## config.mk

```make
export PLATFORM = sky130hd
export DESIGN_NAME = receptor_words
export DESIGN_NICKNAME = d
export VERILOG_FILES = /design/src/rtl/receptor_words.sv
export SDC_FILE = /design/constraint.sdc
export NUM_CORES = 1
export LEC_CHECK = 0
export CORE_MARGIN = 4
export CORE_UTILIZATION = 40
export CTS_CLUSTER_SIZE = 25
export DETAILED_ROUTE_END_ITERATION = 6
export PLACE_DENSITY_LB_ADDON = 0.3
export SLEW_MARGIN = 5
export SYNTH_ARGS = -nofsm -noshare
export SYNTH_HDL_FRONTEND = slang
export SYNTH_SLANG_ARGS = --single-unit
```

## constraint.sdc

```tcl
create_clock -name clk_153k6hz -period 2.4 [get_ports clk_153k6hz]
set_input_delay 0.24 -clock clk_153k6hz [delete_from_list [all_inputs] [get_ports clk_153k6hz]]
set_output_delay 0.24 -clock clk_153k6hz [all_outputs]
set_load 0.01 [all_outputs]
```

## src/rtl/receptor_words.sv

```systemverilog
// Oversampling UART receiver: checks start/parity/stop and packs BYTES
// characters into one word, with an inter-byte timeout that resyncs partial words.
module receptor_words #(
    parameter int DATA_BITS    = 8,
    parameter int BYTES        = 2,
    parameter int OVERSAMPLE   = 16,
    parameter int PARITY       = 0,
    parameter int TIMEOUT_BITS = 32
) (
    input  logic                          clk_153k6hz,
    input  logic                          rst_n,
    input  logic                          rx,
    output logic [DATA_BITS*BYTES-1:0]    data,
    output logic                          valid,
    output logic                          frame_err,
    output logic                          parity_err,
    output logic                          timeout,
    output logic                          busy
);

    localparam int SC_W   = $clog2(OVERSAMPLE);
    localparam int BC_W   = $clog2(DATA_BITS + 1);
    localparam int IX_W   = (BYTES > 1) ? $clog2(BYTES) : 1;
    localparam int TO_CYC = OVERSAMPLE * TIMEOUT_BITS;
    localparam int TO_W   = $clog2(TO_CYC);

    localparam logic [SC_W-1:0] SC_HALF = SC_W'(OVERSAMPLE / 2 - 1);
    localparam logic [SC_W-1:0] SC_LAST = SC_W'(OVERSAMPLE - 1);
    localparam logic [BC_W-1:0] BC_LAST = BC_W'(DATA_BITS - 1);
    localparam logic [IX_W-1:0] IX_LAST = IX_W'(BYTES - 1);
    localparam logic [TO_W-1:0] TO_LAST = TO_W'(TO_CYC - 1);

    localparam logic [2:0] IDLE  = 3'd0;
    localparam logic [2:0] START = 3'd1;
    localparam logic [2:0] DATA  = 3'd2;
    localparam logic [2:0] PAR   = 3'd3;
    localparam logic [2:0] STOP  = 3'd4;
    localparam logic [2:0] BRK   = 3'd5;

    logic                         rx_m;
    logic                         rxs;
    logic [2:0]                   state;
    logic [SC_W-1:0]              sc;
    logic [BC_W-1:0]              bc;
    logic [DATA_BITS-1:0]         chr;
    logic                         pe;
    logic [IX_W-1:0]              idx;
    logic [TO_W-1:0]              tcnt;
    logic [DATA_BITS-1:0]         slot [BYTES];
    logic [DATA_BITS*BYTES-1:0]   word_nxt;
    logic                         par_exp;
    logic                         stop_good;

    assign busy      = (state != IDLE);
    assign par_exp   = (^chr) ^ (PARITY == 2);
    assign stop_good = (state == STOP) && (sc == SC_LAST) && rxs && !pe;

    always_ff @(posedge clk_153k6hz or negedge rst_n) begin
        if (!rst_n) begin
            rx_m <= 1'b1;
            rxs  <= 1'b1;
        end else begin
            rx_m <= rx;
            rxs  <= rx_m;
        end
    end

    // The word presented on valid merges the stored slots with the character
    // completing in this cycle, since its slot write lands on the same edge.
    always_comb begin
        word_nxt = '0;
        for (int unsigned i = 0; i < BYTES; i++) begin
            word_nxt[i*DATA_BITS +: DATA_BITS] = (IX_W'(i) == idx) ? chr : slot[i];
        end
    end

    always_ff @(posedge clk_153k6hz) begin
        if (stop_good) slot[idx] <= chr;
    end

    always_ff @(posedge clk_153k6hz or negedge rst_n) begin
        if (!rst_n) begin
            state      <= IDLE;
            sc         <= '0;
            bc         <= '0;
            chr        <= '0;
            pe         <= 1'b0;
            idx        <= '0;
            tcnt       <= '0;
            data       <= '0;
            valid      <= 1'b0;
            frame_err  <= 1'b0;
            parity_err <= 1'b0;
            timeout    <= 1'b0;
        end else begin
            valid      <= 1'b0;
            frame_err  <= 1'b0;
            parity_err <= 1'b0;
            timeout    <= 1'b0;
            case (state)
                IDLE: begin
                    // A start edge wins over a coincident timeout terminal count.
                    if (!rxs) begin
                        state <= START;
                        sc    <= '0;
                        tcnt  <= '0;
                    end else if (idx != '0) begin
                        if (tcnt == TO_LAST) begin
                            timeout <= 1'b1;
                            idx     <= '0;
                            tcnt    <= '0;
                        end else begin
                            tcnt <= tcnt + 1'b1;
                        end
                    end else begin
                        tcnt <= '0;
                    end
                end
                START: begin
                    if (sc == SC_HALF) begin
                        if (!rxs) begin
                            state <= DATA;
                            sc    <= '0;
                            bc    <= '0;
                            pe    <= 1'b0;
                        end else begin
                            state <= IDLE;
                        end
                    end else begin
                        sc <= sc + 1'b1;
                    end
                end
                DATA: begin
                    if (sc == SC_LAST) begin
                        sc  <= '0;
                        chr <= {rxs, chr[DATA_BITS-1:1]};
                        if (bc == BC_LAST) begin
                            state <= (PARITY != 0) ? PAR : STOP;
                        end else begin
                            bc <= bc + 1'b1;
                        end
                    end else begin
                        sc <= sc + 1'b1;
                    end
                end
                PAR: begin
                    if (sc == SC_LAST) begin
                        sc    <= '0;
                        pe    <= rxs ^ par_exp;
                        state <= STOP;
                    end else begin
                        sc <= sc + 1'b1;
                    end
                end
                STOP: begin
                    if (sc == SC_LAST) begin
                        sc <= '0;
                        if (!rxs) begin
                            frame_err <= 1'b1;
                            idx       <= '0;
                            state     <= BRK;
                        end else if (pe) begin
                            parity_err <= 1'b1;
                            idx        <= '0;
                            state      <= IDLE;
                        end else begin
                            if (idx == IX_LAST) begin
                                data  <= word_nxt;
                                valid <= 1'b1;
                                idx   <= '0;
                            end else begin
                                idx <= idx + 1'b1;
                            end
                            state <= IDLE;
                        end
                    end else begin
                        sc <= sc + 1'b1;
                    end
                end
                BRK: begin
                    if (rxs) state <= IDLE;
                end
                default: state <= IDLE;
            endcase
        end
    end

endmodule

```

==> flow_metrics.env <==
export IMPL_drcViolationCount=0
export IMPL_cp_required_ns=2.66
export IMPL_criticalPathCategory="register to register"
export IMPL_antenna_left=0
export IMPL_grt_pass1_vias=1897
export IMPL_skew_ns=0.00837
export IMPL_layout_drive_gt1_share=0.258
export IMPL_r2r_start="tcnt[1]"
export IMPL_htreeDepth=3
export IMPL_start_kind="register"
export IMPL_ys_seq_elements=60
export IMPL_worstMarginPinSlew_ns=0.666
export IMPL_die_area_mm2=0.00846
export IMPL_hp_class="input pin to async pin"
export IMPL_cp_cell_sequence="ha_2 -> and3_1 -> and3_4 -> and3_1 -> ha_2 -> nand3b_1 -> or2_4 -> or3_1 -> o21ai_0"
export IMPL_avgSynthCellArea_um2=12.3
export IMPL_wl_per_cell_um=13.6
export IMPL_yosys_warnings=0
export IMPL_cp_top_family="simple AND/OR/NAND/NOR gates"
export IMPL_clk_pin_slew_ns=0.07
export IMPL_cts_buffer_depth=2
export IMPL_root_buffer="clkbuf_8"
export IMPL_grt_setup_unrepaired="false"
export IMPL_track_usage=0.131
export IMPL_antenna_found_initial=0
export IMPL_cts_tree="yes"
export IMPL_fin_nets=273
export IMPL_fmax_ghz=0.440
export IMPL_critPathCaptureType="register"
export IMPL_dp_hpwl_um=3420
export IMPL_maxSlewHeadroom=0.556
export IMPL_via_per_inst=5.01
export IMPL_port_buffers=23
export IMPL_setup_viol=0
export IMPL_grt_overflow=0
export IMPL_start_util=0.413
export IMPL_syn_area_mm2=0.00282
export IMPL_die_h_um=92.0
export IMPL_antennaDiodeCount=0
export IMPL_insertion_delay_ns=0.34
export IMPL_die_x_um=92.0
export IMPL_ys_seq_area_frac=0.547
export IMPL_outcome="complete, no violations"
export IMPL_synth_nets=237
export IMPL_crit_slowest_cell="dfrtp_1"
export IMPL_maxCapViolations=0
export IMPL_crit_buf_inv=0
export IMPL_hold_viol=0
export IMPL_synth_cell_types=56
export IMPL_vias=1839
export IMPL_cts_buffers=9
export IMPL_whs_ns=0.00251
export IMPL_clock_sinks=60
export IMPL_critical_path_max_stage_delay_ns=0.40
export IMPL_dr_pass1_iters=4
export IMPL_grt_max_degree=53
export IMPL_synth_edf_count=8
export IMPL_p_per_area_mw_per_mm2=822
export IMPL_synthesis_instances=230
export IMPL_pin_count=24
export IMPL_synthArstFlopShare=0.867
export IMPL_worstPathMaxFanout=5
export IMPL_fin_crit_ns=2.27
export IMPL_place_congestion=0.789
export IMPL_leakagePower_uw=0.00158
export IMPL_area_growth_pct=22.4
export IMPL_crit_path_start="tcnt[1]"
export IMPL_period_share=0.948
export IMPL_first_iter_violations=102
export IMPL_vdd_ir_drop_max_mv=0.304
export IMPL_setup_tns_ns=0
export IMPL_synthFlopType="dfrtp_1"
export IMPL_core_area_mm2=0.00683
export IMPL_grt_pass1_wl_um=8850
export IMPL_arrival_ns=2.54
export IMPL_wirelength_um=5000
export IMPL_row_count=30
export IMPL_slew_viol_final=0
final timing paths:
path | to | slack [ns] | cells after the start
max in group asynchronous | tcnt[0] | 1.94 | 2
worst max register to register | tcnt[5] | 0.13 | 9
worst min-delay path | sc[3] | 0.003 | 2
worst min register to register | rxs | 0.36 | 0
min in group clk_153k6hz | rx_m | 0.30 | 1
worst max-delay path | tcnt[5] | 0.13 | 9
per-stage QoR:
step	instances	utilization	power [uW]	instance area, um2	worst slack, ns
after global placement	350	0.467	1750	3190	0.0800
after global routing	367	0.506	3000	3450	0.00552
after floorplan	230	-	1640	2830	0.0863
final	367	0.506	2840	3450	0.125
after detailed placement	350	0.467	1760	3190	0.0236
after CTS	366	0.502	2870	3430	0.00420
where the power goes:
| part | leakage [uW] | switching [uW] | internal [uW] | total, uW |
|---|---|---|---|---|
| sequential | 0.000801 | 109 | 1090 | 1200 |
| clock | 0.000120 | 402 | 691 | 1090 |
| combinational | 0.000658 | 294 | 256 | 550 |
| total | 0.00158 | 805 | 2040 | 2840 |
routing by layer:
layer | up-vias | wire length, um | GRT usage
li1 | 905 | - | -
met1 | 896 | 2440 | 0.171
met2 | 28 | 2290 | 0.198
met3 | 10 | 198 | 0.0418
met4 | 0 | 72 | 0.0594
met5 | - | 0 | 0
cells by family after synthesis:
group           Yosys count  share of synthesized area
buf+inv                  13                     0.0301
flops                    60                      0.547
simple gates             72                      0.148
mux                      27                      0.119
compound gates           43                     0.0997
fa+ha+maj                 4                     0.0177
xor+xnor                 11                     0.0390
flip-flops by register name (all words and copies together) (netlist names), 3 cells and up:
signal  cells
data       16
tcnt        9
slot        8
chr         8
state       3
sc          4
bc          4
cells in the mapped netlist (2+ instances only):
cell type,count,area share
a211o_1,2,0.0062
a211oi_1,2,0.0053
a21o_1,3,0.0080
a21oi_1,7,0.012
a22o_1,2,0.0062
and3_1,8,0.018
buf_4,3,0.0080
clkbuf_1,3,0.0040
dfrtp_1,50,0.44
dfstp_2,2,0.019
edfxtp_1,8,0.085
ha_1,4,0.018
inv_1,3,0.0040
mux2_2,16,0.064
mux2_4,9,0.048
mux2i_1,2,0.0071
nand2_1,20,0.027
nand2b_1,5,0.011
nand3_1,5,0.0089
nand3b_1,3,0.0080
nand4_1,2,0.0044
nor2_1,10,0.013
nor2b_1,2,0.0044
nor3_4,2,0.012
nor3b_1,2,0.0053
o21a_1,2,0.0053
o21ai_0,15,0.027
or2_2,2,0.0044
xnor2_1,6,0.019
xor2_1,4,0.012
worst reg2reg max path, stage by stage, from the launching register on:
cell	delay, ns
dfrtp_1	0.40
ha_2	0.19
and3_1	0.20
and3_4	0.19
and3_1	0.18
ha_2	0.18
nand3b_1	0.17
or2_4	0.29
or3_1	0.34
o21ai_0	0.07
cell usage in the layout (no fill, tap or decap), drive strengths merged, types with 2 or more instances in the layout:
cell           netlist  routed
and3                 8       8
ha                   4       4
a21oi                7       7
o21a                 2       2
dfstp                2       2
xnor2                6       6
a211o                2       2
or2                  2       2
clkdlybuf4s50        0      22
bufinv               0       3
dfrtp               50      50
inv                  4       4
a21o                 3       3
nor3                 3       3
nor3b                2       2
nor2b                2       2
nand4                2       2
mux2                25      25
a211oi               2       2
buf                  6      12
nand2               21      21
nand3b               3       3
xor2                 4       4
nor2                11      11
nand2b               5       5
mux2i                2       2
edfxtp               8       8
clkinv               0       3
nand3                6       6
o21ai               16      16
clkbuf               3      10
a22o                 2       2
repair_timing:
| item | in CTS | in global routing |
|---|---|---|
| endpoints found under the setup margin | 0 | 6 |
| gates resized for setup | 0 | 5 |
| buffers inserted | 0 | 1 |
| hold buffers | 0 | 0 |
| endpoints found under the hold margin | 0 | 0 |
layout make-up:
class / instances / area (um2)
clock buffer: 10 / 128
multi-input combinational: 157 / 1210
inverter: 4 / 15.0
fill: 637 / 3380
timing repair buffer: 34 / 320
sequential: 60 / 1540
tap: 96 / 120
clock inverter: 6 / 113
No activity file was read; power rests on OpenSTA's default activity.
